==> src/rtl/ex_mem.sv <==
// EX->MEM pipeline register with zero-register gating, MEM->ID forwarding and a saturating hold counter.
// One-cycle latency; stall[4] holds contents, stall[3] alone loads a bubble, flush always loads a bubble.
module ex_mem #(
  parameter int STALL_W = 6,
  parameter int CNT_W   = 16
) (
  input  logic               clk,
  input  logic               rst,
  input  logic [STALL_W-1:0] stall,
  input  logic               flush,
  input  logic               ex_writeReg,
  input  logic [4:0]         ex_writeAddr,
  input  logic [31:0]        ex_writeData,
  output logic               mem_writeReg,
  output logic [4:0]         mem_writeAddr,
  output logic [31:0]        mem_writeData,
  output logic               mem_valid,
  input  logic [4:0]         id_readAddr1,
  input  logic [4:0]         id_readAddr2,
  output logic               fwdHit1,
  output logic               fwdHit2,
  output logic [31:0]        fwdData1,
  output logic [31:0]        fwdData2,
  output logic [CNT_W-1:0]   holdCount
);

  logic             r_wr;
  logic [4:0]       r_addr;
  logic [31:0]      r_data;
  logic             r_valid;
  logic [CNT_W-1:0] r_hold;

  logic w_hold;
  logic w_bubble;
  logic w_hit1;
  logic w_hit2;
  logic w_unused;

  // Flush dominates; a memory stall holds even if execute is not stalled.
  assign w_hold   = ~flush & stall[4];
  assign w_bubble = flush | (~stall[4] & stall[3]);
  assign w_unused = &{1'b0, stall[2:0], stall[STALL_W-1:5]};

  always_ff @(posedge clk or negedge rst) begin
    if (!rst) begin
      r_wr    <= 1'b0;
      r_addr  <= 5'd0;
      r_data  <= 32'd0;
      r_valid <= 1'b0;
    end else if (w_bubble) begin
      r_wr    <= 1'b0;
      r_addr  <= 5'd0;
      r_data  <= 32'd0;
      r_valid <= 1'b0;
    end else if (!w_hold) begin
      r_wr    <= ex_writeReg & (ex_writeAddr != 5'd0);
      r_addr  <= ex_writeAddr;
      r_data  <= ex_writeData;
      r_valid <= 1'b1;
    end
  end

  always_ff @(posedge clk or negedge rst) begin
    if (!rst) begin
      r_hold <= '0;
    end else if (w_hold && (r_hold != {CNT_W{1'b1}})) begin
      r_hold <= r_hold + 1'b1;
    end
  end

  // Forwarding looks only at registered state, never at the ex_* inputs.
  assign w_hit1 = r_valid & r_wr & (id_readAddr1 == r_addr) & (id_readAddr1 != 5'd0);
  assign w_hit2 = r_valid & r_wr & (id_readAddr2 == r_addr) & (id_readAddr2 != 5'd0);

  assign mem_writeReg  = r_wr;
  assign mem_writeAddr = r_addr;
  assign mem_writeData = r_data;
  assign mem_valid     = r_valid;
  assign fwdHit1       = w_hit1;
  assign fwdHit2       = w_hit2;
  assign fwdData1      = w_hit1 ? r_data : 32'd0;
  assign fwdData2      = w_hit2 ? r_data : 32'd0;
  assign holdCount     = r_hold;

endmodule
==> config.mk <==
export PLATFORM = sky130hd
export DESIGN_NAME = ex_mem
export DESIGN_NICKNAME = d
export VERILOG_FILES = /design/src/rtl/ex_mem.sv
export SDC_FILE = /design/constraint.sdc
export NUM_CORES = 1
export LEC_CHECK = 0
export BUFFER_PORTS_ARGS = -buffer_cell sky130_fd_sc_hd__buf_2
export CORE_MARGIN = 5
export CORE_UTILIZATION = 39
export DETAILED_ROUTE_END_ITERATION = 8
export PLACE_DENSITY = 0.89
export SYNTH_ARGS = -nofsm -noshare
export SYNTH_HDL_FRONTEND = slang
export SYNTH_SLANG_ARGS = --single-unit
==> constraint.sdc <==
create_clock -name clk -period 1.65 [get_ports clk]
set_input_delay 0.0825 -clock clk [delete_from_list [all_inputs] [get_ports clk]]
set_output_delay 0.0825 -clock clk [all_outputs]
set_load 0.05 [all_outputs]
==> out/metrics.json, run 1 <==
{
  "synthesis": {
    "synthTopCellsByArea": "sky130_fd_sc_hd__dfrtp_1, sky130_fd_sc_hd__and2_1, sky130_fd_sc_hd__a22o_1",
    "synthDistinctLibCells": 42,
    "yosys_register_bits": 55,
    "ys.warnings.count": 0,
    "synthesis.area_per_instance_um2": 11.1,
    "most_area_hungry_cell_type_in_the_yosys_netlist": "sky130_fd_sc_hd__dfrtp_1",
    "synth_top_area_share_pct": 48.2,
    "syn-instance-count": 257,
    "synth_fp_nets": 315,
    "synth_sequential_area_ratio_pct": 48.2,
    "synthesis.area_um2": 2860
  },
  "sta": {
    "final_min_period_over_clock_period_pct": 124,
    "tightestPinTransition_ns": 0.501,
    "max_freq_mhz": 488,
    "final-setup-viol-count": 66,
    "worst_clock_skew_ns": 0.00999,
    "fin_crit_ns": 2.05,
    "finalMaxSlewViolations": 0,
    "final_hold_viol_count": 0,
    "unrepaired_setup_endpoints_after_global_routing": "yes",
    "timing.slew.headroom_pct": 66.6,
    "final_critical_path_setup_slack_ns": -0.400
  },
  "pwr": {
    "power.leakage_nw": 2.55,
    "cellPowerDensity_nw_per_um2": 674,
    "max-vdd-ir-drop_v": 0.000845,
    "power.total_mw": 3.38
  },
  "clocking": {
    "worstSkewPairLatency_ns": 0.30,
    "cts_num_sinks": 55,
    "worst_setup_hold_path_clk_slew_ns": 0.09,
    "numCtsBuffers": 5,
    "cts_htree_levels": 2,
    "tritoncts": "built",
    "cts_root_buffer": "sky130_fd_sc_hd__clkbuf_8",
    "longest_clk_path_bufs": 2,
    "cts.repair_timing.setup_buffer_count": 0
  },
  "route": {
    "final_antenna_net_count": 0,
    "detailroute.via_count": 2877,
    "vias_per_cell": 5.17,
    "detail_route.wirelength_um": 10200,
    "drt_pre_antenna_iters": 4,
    "post-route-drc-count": 0,
    "routedWlPerCell_um": 18.3,
    "detailedRoute.firstIterationViolations": 79
  },
  "worst_setup_path": {
    "critical-path-slowest-cell": "sky130_fd_sc_hd__dfrtp_2",
    "endpoint_kind": "output port",
    "path_cells": "nor4_2, or3_4, a211oi_4, buf_12, and2_2, buf_8",
    "worst-path-buf-inv": 2,
    "crit_family": "simple AND/OR/NAND/NOR gates",
    "r2r.worst_path.cells": 4,
    "worstSetupPathDepth": 6,
    "critical_path.startpoint_type": "flip-flop",
    "critical_path_class": "flip-flop to output port",
    "timing.critical_path.slowest_cell_delay_ns": 0.43,
    "worst-path-max-fanout": 33,
    "cp_data_arrival_time_ns": 1.97,
    "timing.critical_path.required_ns": 1.57
  },
  "global_route": {
    "grt_pass1_wl_um": 15900,
    "grt_antenna_before_repair": 0,
    "gr_ovfl_total": 0,
    "grtUsageTotal_pct": 22.0,
    "grt_start_max_net_pins": 40,
    "grt_pass1_vias": 3062
  },
  "finish": {
    "register_area_um2": 1400,
    "multi_input_comb_area_um2": 1550,
    "utilization_pct": 70.0,
    "num_antenna_cells": 0,
    "final_layout_size_suffix_gt1_share_pct": 65.6,
    "number_of_inserted_filler_cells_in_the_final_layout": 499,
    "finish.net_count": 514,
    "flow.area_growth_from_synthesis_pct": 75.7
  },
  "placement": {
    "port-buffer-count": 173,
    "placement.setup.worst_slack_ns": -0.170,
    "gp_congestion": 0.903,
    "dp_hpwl_um": 6780
  },
  "floorplan": {
    "placementRows": 31,
    "die_h_um": 95.6,
    "num_io_pins": 178,
    "die_w_um": 95.6,
    "placeableCoreArea_um2": 7180,
    "initial_utilization_pct": 39.8,
    "dieArea_um2": 9140
  },
  "run": {
    "drv_cap": 0
  },
  "outcome": {
    "failed_checks": "setup timing",
    "status": "finished with violations"
  },
  "worst_hold_path": {
    "min_delay_path_depth": 2,
    "min-delay-path-class": "primary input to flip-flop"
  }
}
layout make-up:
cell class	instances	share of cell area, %
well taps	99	2.47
repair buffers	210	36.7
flip-flops and latches	55	27.9
clock inverters	1	0.0997
clock buffers	7	1.72
inverters	3	0.224
multi-input cells	181	30.8
state kept, by name, summed over array words and instances (netlist names):
signal and flops:
mem_writeAddr 5, mem_writeData 32, mem_valid 1, holdCount 16
mem_writeReg 1
repair_timing:
item	4_1_cts	5_1_grt
endpoints found under the hold margin	38	0
gates resized for setup	170	22
setup endpoints to repair	66	68
hold buffers	19	0
pin swaps	41	11
Yosys cell counts, drive strengths merged:
cell / number
a211oi: 2
nand4: 5
and4b: 1
o31ai: 2
nor4b: 1
xor2: 7
and4: 1
dfrtp: 55
nor3: 5
nor4: 2
a31oi: 3
a21o: 1
a22o: 37
ha: 1
a41oi: 3
nand2b: 1
nor2: 5
inv: 3
mux2i: 1
or3: 2
nand2: 7
nor3b: 1
or4b: 1
buf: 13
and2: 65
mux2: 2
and3: 1
a311oi: 1
nand3: 7
clkbuf: 5
a21oi: 4
a32o: 1
nor2b: 1
xnor2: 10
metrics by stage:
stage | std cells | TNS (ns) | hold WS (ns) | instance area, um2
floorplan | 257 | -10.05 | -0.213 | 3060
global placement | 529 | -5.37 | 0.0720 | 4100
detailed placement | 529 | -9.05 | 0.0815 | 4100
CTS | 556 | -24.92 | 0.000127 | 4940
global route | 556 | -29.48 | 0.00400 | 5020
finish | 556 | -24.08 | 0.0102 | 5020
worst paths after layout:
path / from / end / slack [ns]
worst min register to register: holdCount[15] / holdCount[15] / 0.50
worst max-delay path: mem_writeAddr[2] / fwdData2[1] / -0.40
max in group asynchronous: rst / mem_writeData[11] / 0.73
min in group asynchronous: rst / holdCount[9] / 0.27
worst min-delay path: ex_writeData[21] / mem_writeData[21] / 0.01
worst max register to register: holdCount[0] / holdCount[12] / 0.11
placed cells by master (no fill, tap or decap), types with 2 or more instances in the layout:
cell / netlist / final
sky130_fd_sc_hd__inv_1: 3 / 3
sky130_fd_sc_hd__nand2_1: 7 / 7
sky130_fd_sc_hd__dfrtp_1: 55 / 34
sky130_fd_sc_hd__nand3_1: 7 / 7
sky130_fd_sc_hd__buf_12: 0 / 2
sky130_fd_sc_hd__a31oi_1: 3 / 3
sky130_fd_sc_hd__nand4_1: 3 / 3
sky130_fd_sc_hd__buf_8: 0 / 60
sky130_fd_sc_hd__a211oi_4: 2 / 2
sky130_fd_sc_hd__nand4_4: 1 / 2
sky130_fd_sc_hd__or3_4: 2 / 2
sky130_fd_sc_hd__buf_6: 6 / 4
sky130_fd_sc_hd__dfrtp_2: 0 / 21
sky130_fd_sc_hd__a41oi_1: 3 / 2
sky130_fd_sc_hd__a21oi_1: 4 / 4
sky130_fd_sc_hd__dlygate4sd3_1: 0 / 19
sky130_fd_sc_hd__and2_2: 0 / 6
sky130_fd_sc_hd__nor3_1: 4 / 3
sky130_fd_sc_hd__clkbuf_8: 0 / 6
sky130_fd_sc_hd__o31ai_1: 2 / 2
sky130_fd_sc_hd__buf_2: 3 / 108
sky130_fd_sc_hd__nor2_1: 5 / 5
sky130_fd_sc_hd__and2_4: 0 / 58
sky130_fd_sc_hd__buf_4: 1 / 17
sky130_fd_sc_hd__a22o_1: 37 / 37
sky130_fd_sc_hd__xnor2_1: 9 / 9
sky130_fd_sc_hd__xor2_1: 7 / 7
cells by family after synthesis:
logic type                 Yosys count  synth area share (%)
and+or+nand+nor                    106                  23.7
DFF                                 55                  48.2
AOI/OAI and AO/OA                   54                  16.5
buffers and inverters               21                  4.60
xor gates and xnor gates            17                  5.47
muxes                                3                  1.14
adders and majority gates            1                 0.438
layer usage:
metal / up-vias / share of wire, % / track usage [%]
met5: - / 0 / 0
met4: 0 / 1.2 / 4.98
met3: 12 / 7.5 / 4.89
met2: 130 / 53 / 40.6
met1: 1430 / 38 / 25.7
li1: 1305 / - / -
report_power, final:
part	internal, mW	switching [mW]
Clock	0.340	0.414
Sequential	1.47	0.104
Combinational	0.345	0.710
No activity file was read; power rests on OpenSTA's default activity.
==> inputs of run 2 (changes only) <==
==> constraint.sdc (replaced) <==
create_clock -name clk -period 1.65 [get_ports clk]
set_input_delay 0.33 -clock clk [delete_from_list [all_inputs] [get_ports clk]]
set_output_delay 0.33 -clock clk [all_outputs]
set_load 0.05 [all_outputs]
==> out/metrics.json, run 2 (synthesis gave the netlist of run 1 again) <==
{
  "placement": {
    "port-buffer-count": {"value": 173, "change": "unchanged"},
    "place_area": {"value": 4130, "unit": "um2", "change": "+0.61%"},
    "dp_hpwl": {"value": 6540, "unit": "um", "change": "-3.6%"},
    "gp_congestion": {"value": 0.899, "change": "-0.48%"}
  },
  "worst_setup_path": {
    "critical_path_class": "flip-flop to output port",
    "endpoint_kind": "output port",
    "timing.critical_path.required": {"value": 1.32, "unit": "ns", "change": "-0.25 ns"},
    "worst-path-max-fanout": {"value": 9, "change": "-73%"},
    "critical_path.startpoint_type": "flip-flop",
    "cp_data_arrival_time": {"value": 2.00, "unit": "ns", "change": "+0.03 ns"}
  },
  "floorplan": {
    "placementRows": {"value": 31, "change": "unchanged"},
    "placeableCoreArea": {"value": 7180, "unit": "um2", "change": "unchanged"},
    "die_h": {"value": 95.6, "unit": "um", "change": "unchanged"},
    "dieArea": {"value": 9140, "unit": "um2", "change": "unchanged"},
    "initial_utilization": {"value": 39.8, "unit": "%", "change": "unchanged"},
    "die_w": {"value": 95.6, "unit": "um", "change": "unchanged"},
    "num_io_pins": {"value": 178, "change": "unchanged"}
  },
  "route": {
    "final_antenna_net_count": {"value": 0, "change": "unchanged"},
    "detailroute.via_count": {"value": 2874, "change": "-0.10%"},
    "detailedRoute.firstIterationViolations": {"value": 63, "change": "-20%"},
    "routedWlPerCell": {"value": 19.5, "unit": "um", "change": "+6.2%"},
    "vias_per_cell": {"value": 5.23, "change": "+0.99%"},
    "post-route-drc-count": {"value": 0, "change": "unchanged"},
    "detail_route.wirelength": {"value": 10700, "unit": "um", "change": "+5.0%"},
    "drt_pre_antenna_iters": {"value": 4, "change": "unchanged"}
  },
  "clocking": {
    "numCtsBuffers": {"value": 5, "change": "unchanged"},
    "cts_root_buffer": "sky130_fd_sc_hd__clkbuf_8",
    "cts_htree_levels": {"value": 2, "change": "unchanged"},
    "worstSkewPairLatency": {"value": 0.31, "unit": "ns", "change": "about the same"},
    "longest_clk_path_bufs": {"value": 2, "change": "unchanged"},
    "tritoncts": "built",
    "cts_num_sinks": {"value": 55, "change": "unchanged"},
    "worst_setup_hold_path_clk_slew": {"value": 0.10, "unit": "ns", "change": "about the same"}
  },
  "pwr": {
    "max-vdd-ir-drop": {"value": 0.00111, "unit": "V", "change": "+32%"},
    "power.total": {"value": 3.33, "unit": "mW", "change": "-1.6%"},
    "cellPowerDensity": {"value": 660, "unit": "nW/um2", "change": "-2.0%"},
    "power.leakage": {"value": 2.57, "unit": "nW", "change": "+0.94%"}
  },
  "finish": {
    "register_area": {"value": 1400, "unit": "um2", "change": "unchanged"},
    "flow.area_growth_from_synthesis_pct": 76.4,
    "utilization": {"value": 70.2, "unit": "%", "change": "+0.26 points"},
    "final_layout_size_suffix_gt1_share": {"value": 70.1, "unit": "%", "change": "+4.4 points"},
    "post-route-cell-area": {"value": 5040, "unit": "um2", "change": "+0.37%"},
    "multi_input_comb_area": {"value": 1570, "unit": "um2", "change": "+1.6%"},
    "num_antenna_cells": {"value": 0, "change": "unchanged"},
    "final_common_cell": "sky130_fd_sc_hd__buf_2",
    "largest_register_ffs": {"value": 32, "change": "unchanged"},
    "final_cell_mix": "sky130_fd_sc_hd__buf_2, sky130_fd_sc_hd__buf_8, sky130_fd_sc_hd__and2_4, sky130_fd_sc_hd__a22o_1, sky130_fd_sc_hd__dfrtp_1",
    "number_of_inserted_filler_cells_in_the_final_layout": {"value": 455, "change": "-8.8%"},
    "finish.net_count": {"value": 508, "change": "-1.2%"}
  },
  "outcome": {
    "status": "finished with violations",
    "failed_checks": "hold timing, setup timing"
  },
  "worst_hold_path": {
    "min-delay-path-class": "primary input to asynchronous set/reset pin"
  },
  "sta": {
    "fin_crit": {"value": 2.33, "unit": "ns", "change": "+0.283 ns"},
    "fin_setup_tns": {"value": -42.80, "unit": "ns", "change": "-18.71 ns"},
    "hold-worst-slack": {"value": -0.0140, "unit": "ns", "change": "-0.0241 ns"},
    "max_freq": {"value": 429, "unit": "MHz", "change": "-12%"},
    "worst_clock_skew": {"value": 0.00738, "unit": "ns", "change": "-0.00261 ns"},
    "final_hold_viol_count": {"value": 10, "change": "+10"},
    "timing.slew.headroom": {"value": 77.9, "unit": "%", "change": "+11 points"},
    "final-setup-viol-count": {"value": 66, "change": "unchanged"},
    "final_critical_path_setup_slack": {"value": -0.684, "unit": "ns", "change": "-0.283 ns"},
    "finalMaxSlewViolations": {"value": 0, "change": "unchanged"},
    "unrepaired_setup_endpoints_after_global_routing": "yes",
    "final_min_period_over_clock_period": {"value": 141, "unit": "%", "change": "+17 points"},
    "tightestPinTransition": {"value": 0.327, "unit": "ns", "change": "-0.173 ns"}
  },
  "global_route": {
    "grt_pass1_vias": {"value": 2851, "change": "-6.9%"},
    "grt_pass1_wl": {"value": 15200, "unit": "um", "change": "-4.1%"},
    "grt_antenna_before_repair": {"value": 0, "change": "unchanged"},
    "gr_ovfl_total": {"value": 0, "change": "unchanged"},
    "grtUsageTotal": {"value": 21.6, "unit": "%", "change": "-0.44 points"},
    "grt_start_max_net_pins": {"value": 56, "change": "+40%"}
  },
  "run": {
    "drv_cap": {"value": 0, "change": "unchanged"}
  }
}
## run 2: timing repair
item	in CTS	in global routing
setup buffers	8	4
gates resized for setup	169	47
cloned	2	2
pin swaps	8	12
endpoints found under the hold margin	0	0
setup endpoints to repair	66	66
hold buffers	0	0
## run 2: routing by layer
| layer | global-route usage [%] | routed length [um] | part of all wire [%] |
|---|---|---|---|
| met1 | 24.8 | 3810 | 36 |
| met2 | 40.8 | 5870 | 55 |
| met3 | 4.03 | 807 | 7.5 |
| met4 | 5.09 | 204 | 1.9 |
| met5 | 0 | 0 | 0 |
## run 2: power breakdown
group / internal, mW / total, mW / switching, mW
registers: 1.47 / 1.58 / 0.107
clock network: 0.296 / 0.735 / 0.439
logic: 0.322 / 1.02 / 0.694
total: 2.09 / 3.33 / 1.24
## run 2: through the flow
step | setup WS [ns] | hold slack, ns | std cells
3_3_place_gp | -0.380 | 0.346 | 529
2_1_floorplan | -0.471 | 0.0344 | 257
6_report | -0.684 | -0.0140 | 550
4_1_cts | -0.709 | 0.00891 | 547
3_5_place_dp | -0.434 | 0.349 | 529
5_1_grt | -0.785 | 0.00439 | 550
## run 2: path summary, 6_finish.rpt
check,endpoint,cells past startpoint,from,slack (ns)
setup / recovery,fwdData1[5],8,mem_writeAddr[0],-0.68
hold / removal,holdCount[14],2,rst,-0.01
setup reg to reg,holdCount[12],4,holdCount[0],0.07
hold reg to reg,holdCount[4],1,holdCount[4],0.49
max in group asynchronous,mem_writeAddr[3],2,rst,1.38
min in group clk,mem_writeData[2],2,ex_writeData[2],0.23
## run 2: critical path, cell delays in order, from the launching register on
cell and delay [ns]:
sky130_fd_sc_hd__dfrtp_2 0.45, sky130_fd_sc_hd__buf_4 0.15, sky130_fd_sc_hd__xnor2_2 0.12, sky130_fd_sc_hd__nand3_2 0.10
sky130_fd_sc_hd__a211oi_4 0.27, sky130_fd_sc_hd__buf_6 0.16, sky130_fd_sc_hd__buf_12 0.13, sky130_fd_sc_hd__and2_4 0.16
sky130_fd_sc_hd__buf_8 0.14
## run 2: final cells by class
type | count | area share [%]
tap | 99 | 2.46
inverter | 3 | 0.223
clock buffer | 5 | 1.37
timing repair buffer | 204 | 36.5
sequential | 55 | 27.8
multi-input combinational | 181 | 31.2
clock inverter | 3 | 0.397
==> inputs of run 3 (changes only) <==
--- a/config.mk
+++ b/config.mk
@@ -5,11 +5,13 @@
 export SDC_FILE = /design/constraint.sdc
 export NUM_CORES = 1
 export LEC_CHECK = 0
-export BUFFER_PORTS_ARGS = -buffer_cell sky130_fd_sc_hd__buf_2
+export BUFFER_PORTS_ARGS = -buffer_cell sky130_fd_sc_hd__buf_4
 export CORE_MARGIN = 5
 export CORE_UTILIZATION = 39
 export DETAILED_ROUTE_END_ITERATION = 8
 export PLACE_DENSITY = 0.89
+export SLEW_MARGIN = 15
 export SYNTH_ARGS = -nofsm -noshare
 export SYNTH_HDL_FRONTEND = slang
 export SYNTH_SLANG_ARGS = --single-unit
+export TNS_END_PERCENT = 100
==> out/metrics.json, run 3 (synthesis gave the netlist of run 1 again) <==
{
  "outcome": {
    "status": "finished with violations",
    "failed_checks": "setup timing"
  },
  "clocking": {
    "longest_clk_path_bufs": {"value": 2, "change": "unchanged"},
    "cts_htree_levels": {"value": 2, "change": "unchanged"},
    "worstSkewPairLatency": {"value": 0.30, "unit": "ns", "change": "about the same"},
    "cts_num_sinks": {"value": 55, "change": "unchanged"},
    "tritoncts": "built",
    "cts_root_buffer": "sky130_fd_sc_hd__clkbuf_8",
    "worst_setup_hold_path_clk_slew": {"value": 0.10, "unit": "ns", "change": "about the same"},
    "numCtsBuffers": {"value": 5, "change": "unchanged"}
  },
  "sta": {
    "final_min_period_over_clock_period": {"value": 143, "unit": "%", "change": "+1.5 points"},
    "final_hold_viol_count": {"value": 0, "change": "-10"},
    "final_critical_path_setup_slack": {"value": -0.709, "unit": "ns", "change": "-0.0251 ns"},
    "worst_clock_skew": {"value": 0.00712, "unit": "ns", "change": "-0.000260 ns"},
    "max_freq": {"value": 424, "unit": "MHz", "change": "-1.1%"},
    "timing.slew.headroom": {"value": 53.5, "unit": "%", "change": "-24 points"},
    "final-setup-viol-count": {"value": 66, "change": "unchanged"},
    "tightestPinTransition": {"value": 0.697, "unit": "ns", "change": "+0.370 ns"},
    "unrepaired_setup_endpoints_after_global_routing": "yes",
    "fin_crit": {"value": 2.36, "unit": "ns", "change": "+0.0251 ns"},
    "hold-worst-slack": {"value": 0.0634, "unit": "ns", "change": "+0.0773 ns"},
    "finalMaxSlewViolations": {"value": 0, "change": "unchanged"}
  },
  "placement": {
    "dp_hpwl": {"value": 7130, "unit": "um", "change": "+9.1%"},
    "placement.setup.worst_slack": {"value": -0.374, "unit": "ns", "change": "+0.0605 ns"},
    "port-buffer-count": {"value": 173, "change": "unchanged"},
    "place_area": {"value": 4570, "unit": "um2", "change": "+11%"},
    "gp_congestion": {"value": 0.867, "change": "-3.6%"}
  },
  "floorplan": {
    "num_io_pins": {"value": 178, "change": "unchanged"},
    "placeableCoreArea": {"value": 7180, "unit": "um2", "change": "unchanged"},
    "initial_utilization": {"value": 39.8, "unit": "%", "change": "unchanged"},
    "die_w": {"value": 95.6, "unit": "um", "change": "unchanged"},
    "placementRows": {"value": 31, "change": "unchanged"},
    "die_h": {"value": 95.6, "unit": "um", "change": "unchanged"},
    "dieArea": {"value": 9140, "unit": "um2", "change": "unchanged"}
  },
  "pwr": {
    "power.total": {"value": 3.49, "unit": "mW", "change": "+4.9%"},
    "cellPowerDensity": {"value": 663, "unit": "nW/um2", "change": "+0.39%"},
    "power.leakage": {"value": 2.61, "unit": "nW", "change": "+1.4%"},
    "max-vdd-ir-drop": {"value": 0.000919, "unit": "V", "change": "-18%"}
  },
  "route": {
    "routedWlPerCell": {"value": 20.1, "unit": "um", "change": "+3.6%"},
    "detailroute.via_count": {"value": 2884, "change": "+0.35%"},
    "post-route-drc-count": {"value": 0, "change": "unchanged"},
    "detail_route.wirelength": {"value": 11100, "unit": "um", "change": "+3.4%"},
    "drt_pre_antenna_iters": {"value": 4, "change": "unchanged"},
    "final_antenna_net_count": {"value": 0, "change": "unchanged"},
    "vias_per_cell": {"value": 5.25, "change": "+0.53%"},
    "detailedRoute.firstIterationViolations": {"value": 80, "change": "+27%"}
  },
  "global_route": {
    "grt_start_max_net_pins": {"value": 56, "change": "unchanged"},
    "gr_ovfl_total": {"value": 0, "change": "unchanged"},
    "grt_pass1_vias": {"value": 2983, "change": "+4.6%"},
    "grt_pass1_wl": {"value": 15400, "unit": "um", "change": "+0.91%"},
    "grt_antenna_before_repair": {"value": 0, "change": "unchanged"},
    "grtUsageTotal": {"value": 21.3, "unit": "%", "change": "-0.23 points"}
  },
  "finish": {
    "final_layout_size_suffix_gt1_share": {"value": 69.8, "unit": "%", "change": "-0.29 points"},
    "largest_register_ffs": {"value": 32, "change": "unchanged"},
    "number_of_inserted_filler_cells_in_the_final_layout": {"value": 471, "change": "+3.5%"},
    "finish.net_count": {"value": 507, "change": "-0.20%"},
    "post-route-cell-area": {"value": 5270, "unit": "um2", "change": "+4.5%"},
    "final_cell_mix": "sky130_fd_sc_hd__buf_4, sky130_fd_sc_hd__and2_4, sky130_fd_sc_hd__buf_8, sky130_fd_sc_hd__a22o_1, sky130_fd_sc_hd__dfrtp_1",
    "utilization": {"value": 73.4, "unit": "%", "change": "+3.2 points"},
    "flow.area_growth_from_synthesis_pct": 84.3,
    "num_antenna_cells": {"value": 0, "change": "unchanged"},
    "final_common_cell": "sky130_fd_sc_hd__buf_4"
  },
  "worst_setup_path": {
    "critical_path_class": "flip-flop to output port",
    "timing.critical_path.required": {"value": 1.32, "unit": "ns", "change": "about the same"},
    "worst-path-max-fanout": {"value": 17, "change": "+8"},
    "cp_data_arrival_time": {"value": 2.03, "unit": "ns", "change": "+0.03 ns"},
    "endpoint_kind": "output port",
    "critical_path.startpoint_type": "flip-flop"
  },
  "run": {
    "drv_cap": {"value": 0, "change": "unchanged"}
  },
  "worst_hold_path": {
    "min-delay-path-class": "primary input to asynchronous set/reset pin"
  }
}
[run 3: changes by cell type in the layout (fill, tap and decap cells not counted), sizes merged]
cell	previous run	this run
clkinvlp	2	0
clkbuf	6	9
buf	203	201
[run 3: where the power goes]
| part | switching, mW | total, mW | internal, mW |
|---|---|---|---|
| sequential | 0.119 | 1.59 | 1.47 |
| clock | 0.419 | 0.759 | 0.340 |
| combinational | 0.706 | 1.14 | 0.437 |
[run 3: area by class of cell]
class / count / area (um2) / share of cell area, %
clock buffers: 7 / 86.3 / 1.64
inverters: 3 / 11.3 / 0.214
multi-input cells: 181 / 1570 / 29.9
clock inverters: 1 / 5.00 / 0.0950
repair buffers: 203 / 2070 / 39.2
flip-flops and latches: 55 / 1400 / 26.6
well taps: 99 / 124 / 2.35
[run 3: path summary, 6_finish.rpt]
path	from	endpoint	slack [ns]	cells past startpoint
max	mem_writeAddr[2]	fwdData1[1]	-0.71	7
min	rst	holdCount[9]	0.06	1
max reg2reg	holdCount[4]	holdCount[12]	0.05	4
min reg2reg	holdCount[4]	holdCount[4]	0.50	1
max in group asynchronous	rst	mem_writeAddr[4]	1.08	1
min in group clk	ex_writeData[1]	mem_writeData[1]	0.24	2
[run 3: worst max-delay path, cell delays in order (launching register included)]
cell and delay (ns):
sky130_fd_sc_hd__dfrtp_2 0.45, sky130_fd_sc_hd__nor4_4 0.06, sky130_fd_sc_hd__or3_4 0.34, sky130_fd_sc_hd__a211oi_4 0.22
sky130_fd_sc_hd__buf_6 0.16, sky130_fd_sc_hd__buf_12 0.15, sky130_fd_sc_hd__and2_2 0.18, sky130_fd_sc_hd__buf_6 0.16
[run 3: metal layers]
layer / routed length (um) / global-route usage, % / vias to the layer above
met5: 0 / 0 / -
met3: 919 / 4.74 / 20
met4: 209 / 5.33 / 0
met2: 5880 / 39.7 / 135
li1: - / - / 1288
met1: 4050 / 24.5 / 1441
[run 3: through the flow]
step	cells	setup TNS, ns
after floorplan	257	-26.31
after global placement	532	-19.36
after detailed placement	532	-21.91
after CTS	546	-43.80
after global routing	549	-46.67
final	549	-42.82
[run 3: timing repair]
action / 4_1_cts / 5_1_grt
gates cloned: 1 / 3
setup buffers: 5 / 2
endpoints found under the setup margin: 66 / 70
pin swaps: 1 / 2
resized for setup: 51 / 85
hold buffers: 0 / 0
hold endpoints to repair: 0 / 0
